[config.mk]
export PLATFORM = sky130hd
export DESIGN_NAME = jpeg_idct_tbuf
export DESIGN_NICKNAME = d
export VERILOG_FILES = /design/src/rtl/jpeg_idct_tbuf.sv
export SDC_FILE = /design/constraint.sdc
export NUM_CORES = 2
export LEC_CHECK = 0
export BUFFER_PORTS_ARGS = -buffer_cell sky130_fd_sc_hd__buf_2
export CAP_MARGIN = 20
export CORE_ASPECT_RATIO = 1.1
export CORE_MARGIN = 2
export CORE_UTILIZATION = 50
export DETAILED_ROUTE_END_ITERATION = 10
export PLACE_DENSITY = 0.74
export SLEW_MARGIN = 25
export SYNTH_ARGS = -nofsm -noshare
export SYNTH_HDL_FRONTEND = slang
export SYNTH_SLANG_ARGS = --single-unit
[constraint.sdc]
create_clock -name clk -period 8 [get_ports clk]
set_clock_uncertainty 0.15 [all_clocks]
set_input_delay 1.2 -clock clk [delete_from_list [all_inputs] [get_ports clk]]
set_output_delay 1.2 -clock clk [all_outputs]
set_load 0.05 [all_outputs]
[src/rtl/jpeg_idct_tbuf.sv]
// =============================================================================
// Module  : jpeg_idct_tbuf
// Brief   : Banked 8x8 transpose buffer between the iDCT row and column passes.
//           Writes mirror pairs (r,k)/(r,7-k), reads mirror pairs either
//           column-wise (j,c)/(7-j,c) or row-wise (c,j)/(c,7-j).
// Revision: 1.0 - initial release
// =============================================================================
`default_nettype none

module jpeg_idct_tbuf #(
    parameter int DW        = 16,
    parameter int BANKS     = 4,
    parameter int TRANSPOSE = 1
) (
    input  logic                       clk,
    input  logic                       rst,
    input  logic                       init,
    input  logic                       in_valid,
    output logic                       in_ready,
    input  logic [4:0]                 in_addr,
    input  logic [DW-1:0]              in_a,
    input  logic [DW-1:0]              in_b,
    output logic                       out_avail,
    input  logic                       out_read,
    input  logic [4:0]                 out_addr,
    output logic [DW-1:0]              out_a,
    output logic [DW-1:0]              out_b,
    output logic [$clog2(BANKS):0]     count,
    output logic                       ovf_err,
    output logic                       udf_err
);

    localparam int BW    = $clog2(BANKS);
    localparam int PW    = BW + 1;
    localparam int AW    = BW + 5;
    localparam int DEPTH = BANKS * 32;
    localparam logic [PW-1:0] C_FULL = PW'(BANKS);

    // Pointer / flag state
    logic [PW-1:0] wr_ptr_q, wr_ptr_d;
    logic [PW-1:0] rd_ptr_q, rd_ptr_d;
    logic          ovf_q,    ovf_d;
    logic          udf_q,    udf_d;
    logic [DW-1:0] out_a_q;
    logic [DW-1:0] out_b_q;

    // Two RAMs; an element's RAM is chosen by row[2]^col[2] so each mirror
    // pair always splits across both RAMs.
    logic [DW-1:0] ram0 [DEPTH];
    logic [DW-1:0] ram1 [DEPTH];

    logic [PW-1:0] cnt_w;
    logic          wr_en_w;
    logic          rd_en_w;

    assign cnt_w     = wr_ptr_q - rd_ptr_q;
    assign in_ready  = (cnt_w != C_FULL);
    assign out_avail = (cnt_w != '0);
    assign count     = cnt_w;
    assign ovf_err   = ovf_q;
    assign udf_err   = udf_q;
    assign out_a     = out_a_q;
    assign out_b     = out_b_q;

    // init suppresses any same-cycle transfer
    assign wr_en_w = in_valid && in_ready && !init;
    assign rd_en_w = out_read && out_avail && !init;

    // ---------------------------------------------------------------- write side
    logic [BW-1:0] wbank_w;
    logic [2:0]    wrow_w;
    logic [1:0]    wk_w;
    logic [AW-1:0] waddr_a_w, waddr_b_w;
    logic [AW-1:0] waddr0_w,  waddr1_w;
    logic [DW-1:0] wdata0_w,  wdata1_w;

    assign wbank_w   = wr_ptr_q[BW-1:0];
    assign wrow_w    = in_addr[4:2];
    assign wk_w      = in_addr[1:0];
    // element a sits in column k (col[2]=0), element b in column 7-k (col[2]=1)
    assign waddr_a_w = {wbank_w, wrow_w, wk_w};
    assign waddr_b_w = {wbank_w, wrow_w, ~wk_w};
    assign waddr0_w  = wrow_w[2] ? waddr_b_w : waddr_a_w;
    assign waddr1_w  = wrow_w[2] ? waddr_a_w : waddr_b_w;
    assign wdata0_w  = wrow_w[2] ? in_b : in_a;
    assign wdata1_w  = wrow_w[2] ? in_a : in_b;

    // RAM write ports (contents are never reset)
    always_ff @(posedge clk) begin
        if (wr_en_w) begin
            ram0[waddr0_w] <= wdata0_w;
            ram1[waddr1_w] <= wdata1_w;
        end
    end

    // ----------------------------------------------------------------- read side
    logic [BW-1:0] rbank_w;
    logic [2:0]    rc_w;
    logic [1:0]    rj_w;
    logic [AW-1:0] raddr_a_w, raddr_b_w;
    logic [AW-1:0] raddr0_w,  raddr1_w;

    assign rbank_w = rd_ptr_q[BW-1:0];
    assign rc_w    = out_addr[4:2];
    assign rj_w    = out_addr[1:0];

    if (TRANSPOSE != 0) begin : g_col_order
        // a = (j, c), b = (7-j, c)
        assign raddr_a_w = {rbank_w, 1'b0, rj_w,  rc_w[1:0]};
        assign raddr_b_w = {rbank_w, 1'b1, ~rj_w, rc_w[1:0]};
    end else begin : g_row_order
        // a = (c, j), b = (c, 7-j)
        assign raddr_a_w = {rbank_w, rc_w, rj_w};
        assign raddr_b_w = {rbank_w, rc_w, ~rj_w};
    end

    // In both modes element a lives in RAM c[2] and element b in the other one
    assign raddr0_w = rc_w[2] ? raddr_b_w : raddr_a_w;
    assign raddr1_w = rc_w[2] ? raddr_a_w : raddr_b_w;

    // Registered read data; holds whenever no read is performed
    always_ff @(posedge clk or negedge rst) begin
        if (!rst) begin
            out_a_q <= '0;
            out_b_q <= '0;
        end else if (rd_en_w) begin
            out_a_q <= rc_w[2] ? ram1[raddr1_w] : ram0[raddr0_w];
            out_b_q <= rc_w[2] ? ram0[raddr0_w] : ram1[raddr1_w];
        end
    end

    // ------------------------------------------------------------ pointer control
    // Next-state for pointers and sticky error flags
    always_comb begin
        wr_ptr_d = wr_ptr_q;
        rd_ptr_d = rd_ptr_q;
        ovf_d    = ovf_q;
        udf_d    = udf_q;
        if (init) begin
            wr_ptr_d = '0;
            rd_ptr_d = '0;
            ovf_d    = 1'b0;
            udf_d    = 1'b0;
        end else begin
            if (wr_en_w && (in_addr == 5'd31))
                wr_ptr_d = wr_ptr_q + 1'b1;
            if (rd_en_w && (out_addr == 5'd31))
                rd_ptr_d = rd_ptr_q + 1'b1;
            if (in_valid && !in_ready)
                ovf_d = 1'b1;
            if (out_read && !out_avail)
                udf_d = 1'b1;
        end
    end

    // Pointer and error-flag registers
    always_ff @(posedge clk or negedge rst) begin
        if (!rst) begin
            wr_ptr_q <= '0;
            rd_ptr_q <= '0;
            ovf_q    <= 1'b0;
            udf_q    <= 1'b0;
        end else begin
            wr_ptr_q <= wr_ptr_d;
            rd_ptr_q <= rd_ptr_d;
            ovf_q    <= ovf_d;
            udf_q    <= udf_d;
        end
    end

endmodule

`default_nettype wire

==> run_results.csv <==
group,metric,value,unit
timing,max_frequency,175,MHz
cells_and_area,fin_area,181000,µm²
floorplan,overall_die_area,325000,µm²
placement,io_buffers,85,
critical_path,setup.worst_path.class,"reg2reg",
clock_network,number_of_cts_inserted_buffers,398,
clock_network,path_clk_slew,70,ps
power,total_leakage_power,57.9,nW
floorplan,row_count,217,
timing,fin_crit_sh,71.3,%
floorplan,area_of_the_core_region,318000,µm²
routing,initialDrtViolationCount,13900,
global_routing,grt_pass1_wl,638,mm
yosys,yosysSeqAreaShare,77.4,%
floorplan,ioPinCount,86,
yosys,synth-edff-count,4096,
run_status,result_of_the_run,"finished clean",
yosys,syn_area_per_cell,20.2,µm²
yosys,syn_area,160000,µm²
critical_path,cp-startpoint,"rd_ptr_q[0]",
global_routing,grt_max_degree,110,
timing,rsz_0062_raised_after_global_routing,"false",
yosys,synth-simple-area-share,3.03,%
power,max-vdd-ir-drop,0.201,mV
routing,post-route-drc-count,0,
clock_network,buffer_type_at_the_clock_tree_root,"sky130_fd_sc_hd__clkbuf_16",
global_routing,grt_pass1_vias,84600,
timing,relSlewSlack,21.2,%
power,power_per_unit_of_standard_cell_area,256,nW/µm²
routing,detail_route.wirelength,457,mm
floorplan,floorplan.initialDensity,50.3,%
clock_network,cts_resized,0,
run,number_of_max_cap_violations,0,
timing,setup_ws,2300,ps
yosys,syn-instance-count,7931,
yosys,ys_async_sr_fraction,0.967,%
yosys,synth_top_family_by_area,"multiplexers",
yosys,multiplexer_share_of_the_synthesized_area,14.4,%
yosys,post-synth-top-area-fraction,76.8,%
yosys,synthXorXnorAreaFrac,0.0586,%
timing,tns,0,ps
yosys,post_synth_num_cell_types,79,
timing,setup_viol,0,
critical_path,worst-endpoint-arrival,6190,ps
yosys,dominantRegCellSynth,"sky130_fd_sc_hd__edfxtp_1",
critical_path,worst_setup_path_end_kind,"flip-flop",
clock_network,cts.path.max_buffers,4,
yosys,commonest_cells_in_the_synthesized_netlist,"4096 x sky130_fd_sc_hd__edfxtp_1, 758 x sky130_fd_sc_hd__mux4_2, 550 x sky130_fd_sc_hd__mux2i_1, 521 x sky130_fd_sc_hd__nand2_1, 355 x sky130_fd_sc_hd__nor2_1",
placement,post-place-ws,1970,ps
global_routing,grt_antenna_before_repair,24,
floorplan,chipWidth,544,µm
timing,holdWs,154,ps
yosys,synth-warning-count,0,
critical_path,worst_setup_start_kind,"flip-flop",
global_routing,grt_overflow,0,
routing,vias,86000,
placement,placement.cell_area,167000,µm²
yosys,post-synth-top-area-cell,"sky130_fd_sc_hd__edfxtp_1",
clock_network,clock_sink_count,4136,
critical_path,critPathMaxFanout,28,
clock_network,cts.repair_timing.setup_buffer_count,0,
clock_network,htree_num_levels,5,
placement,place.gp.congestion,0.927,
timing,report.final.slew_viol_count,0,
routing,ant_nets,0,
routing,detail_route.first_pass.iterations,8,
cells_and_area,nets,8346,
yosys,synth_compound_gate_area_share,3.39,%
yosys,yosysMostFrequentCell,"sky130_fd_sc_hd__edfxtp_1",
yosys,yosys_register_bits,4136,
placement,hpwl,266,mm
routing,average_wire_per_standard_cell,35.4,µm
yosys,syn_nets,7985,
clock_network,insertion_delay,980,ps
yosys,synthAdderAreaFrac,0.0594,%
critical_path,crit-reg2reg-launch,"rd_ptr_q[0]",
clock_network,tritoncts,"done",
timing,fin_crit,5700,ps
global_routing,grt_use_total,27.8,%
timing,final-hold-violation-count,0,
floorplan,die_h,598,µm
yosys,post_synth_main_area_contributors,"sky130_fd_sc_hd__edfxtp_1 77%, sky130_fd_sc_hd__mux4_2 11%, sky130_fd_sc_hd__mux2i_1 3.4%",
critical_path,timing.critical_path.required,8490,ps
cells_and_area,final_layout_size_suffix_gt1_share,22.7,%
clock_network,cts-hold-fix-buffers,0,
timing,tightest_slew,1170,ps
routing,routed_via_density,6.66,
hold_path,hold_path_class,"in2async",
cells_and_area,syn_to_final_growth,13.0,%
cells by family (layout without fill, tap and decap cells):
logic type                 Yosys count  in the layout
and+or+nand+nor                   1150           1150
buffers and inverters              501           1198
adders and majority gates            7              7
other                                0             16
AOI/OAI and AO/OA                  773            773
xor gates and xnor gates             9              9
muxes                             1355           1355
DFF                               4136           4136
where the power goes:
group,switching [mW],internal [mW],total (mW)
Sequential,0.0293,24.0,24.1
Combinational,2.18,0.789,2.97
Clock,8.17,11.1,19.3
Total,10.4,35.9,46.3
worst max-delay path, stage by stage (launching register included):
cell	delay (ps)
sky130_fd_sc_hd__dfrtp_4	730
sky130_fd_sc_hd__ha_1	310
sky130_fd_sc_hd__fa_1	390
sky130_fd_sc_hd__xnor2_1	210
sky130_fd_sc_hd__xnor2_1	230
sky130_fd_sc_hd__nand3_1	170
sky130_fd_sc_hd__nand3b_1	190
sky130_fd_sc_hd__nor2b_1	510
sky130_fd_sc_hd__nand3_4	850
sky130_fd_sc_hd__nor2_1	1130
sky130_fd_sc_hd__buf_4	390
worst paths after layout:
kind,depth (start not counted),slack [ps],endpoint
worst max-delay path,10,2300,ram1[55][9]
worst min-delay path,2,150,out_b[0]
worst max register to register,10,2300,ram1[55][9]
worst min register to register,2,350,out_b[1]
max in group asynchronous,2,7090,out_a[6]
min in group clk,2,350,out_b[1]
final cells by class:
type	instances	area [µm²]
timing repair buffer	452	3730
antenna	16	40.0
multi-input combinational	3294	34400
inverter	10	38.8
sequential	4136	124000
clock buffer	489	10500
fill	22700	137000
tap	4270	5340
clock inverter	247	2890
through the flow:
stage	utilization [%]	cells	power (mW)
finish	56.9	12900	46.3
global placement	52.5	12200	27.3
detailed placement	52.6	12200	27.4
CTS	56.8	12900	46.3
floorplan	-	7931	26.1
global route	56.9	12900	47.2
routing by layer:
layer | GRT usage, % | wire, µm | share of wire (%)
met2 | 43.8 | 215000 | 47
met4 | 17.8 | 36200 | 7.9
met1 | 34.9 | 151000 | 33
met3 | 6.41 | 53700 | 12
met5 | 0 | 186 | 0.041
registers in the layout, indices dropped and copies added (netlist names):
register  flops
out_a        16
out_b        16
ovf_err       1
ram0       2048
ram1       2048
rd_ptr_q      3
udf_err       1
wr_ptr_q      3
layout by cell type (no fill, tap or decap), drive strengths merged, types with 12 or more instances in the layout:
cell type  instances
clkbuf           489
bufinv            53
a31oi             50
nand4             26
diode             16
dfrtp             40
a211oi            36
inv               20
nand2            522
mux2              47
nor2b             38
clkinv           171
o22ai             57
a32oi             18
a22o              12
o21ai             85
mux4             758
nor2             356
clkinvlp          13
a2111oi           35
a221oi           117
o221ai            28
a311oi            13
o211ai            34
nand3            139
buf              452
mux2i            550
a21oi            163
edfxtp          4096
nor4              21
a22oi             62
No activity file was read; power rests on OpenSTA's default activity.
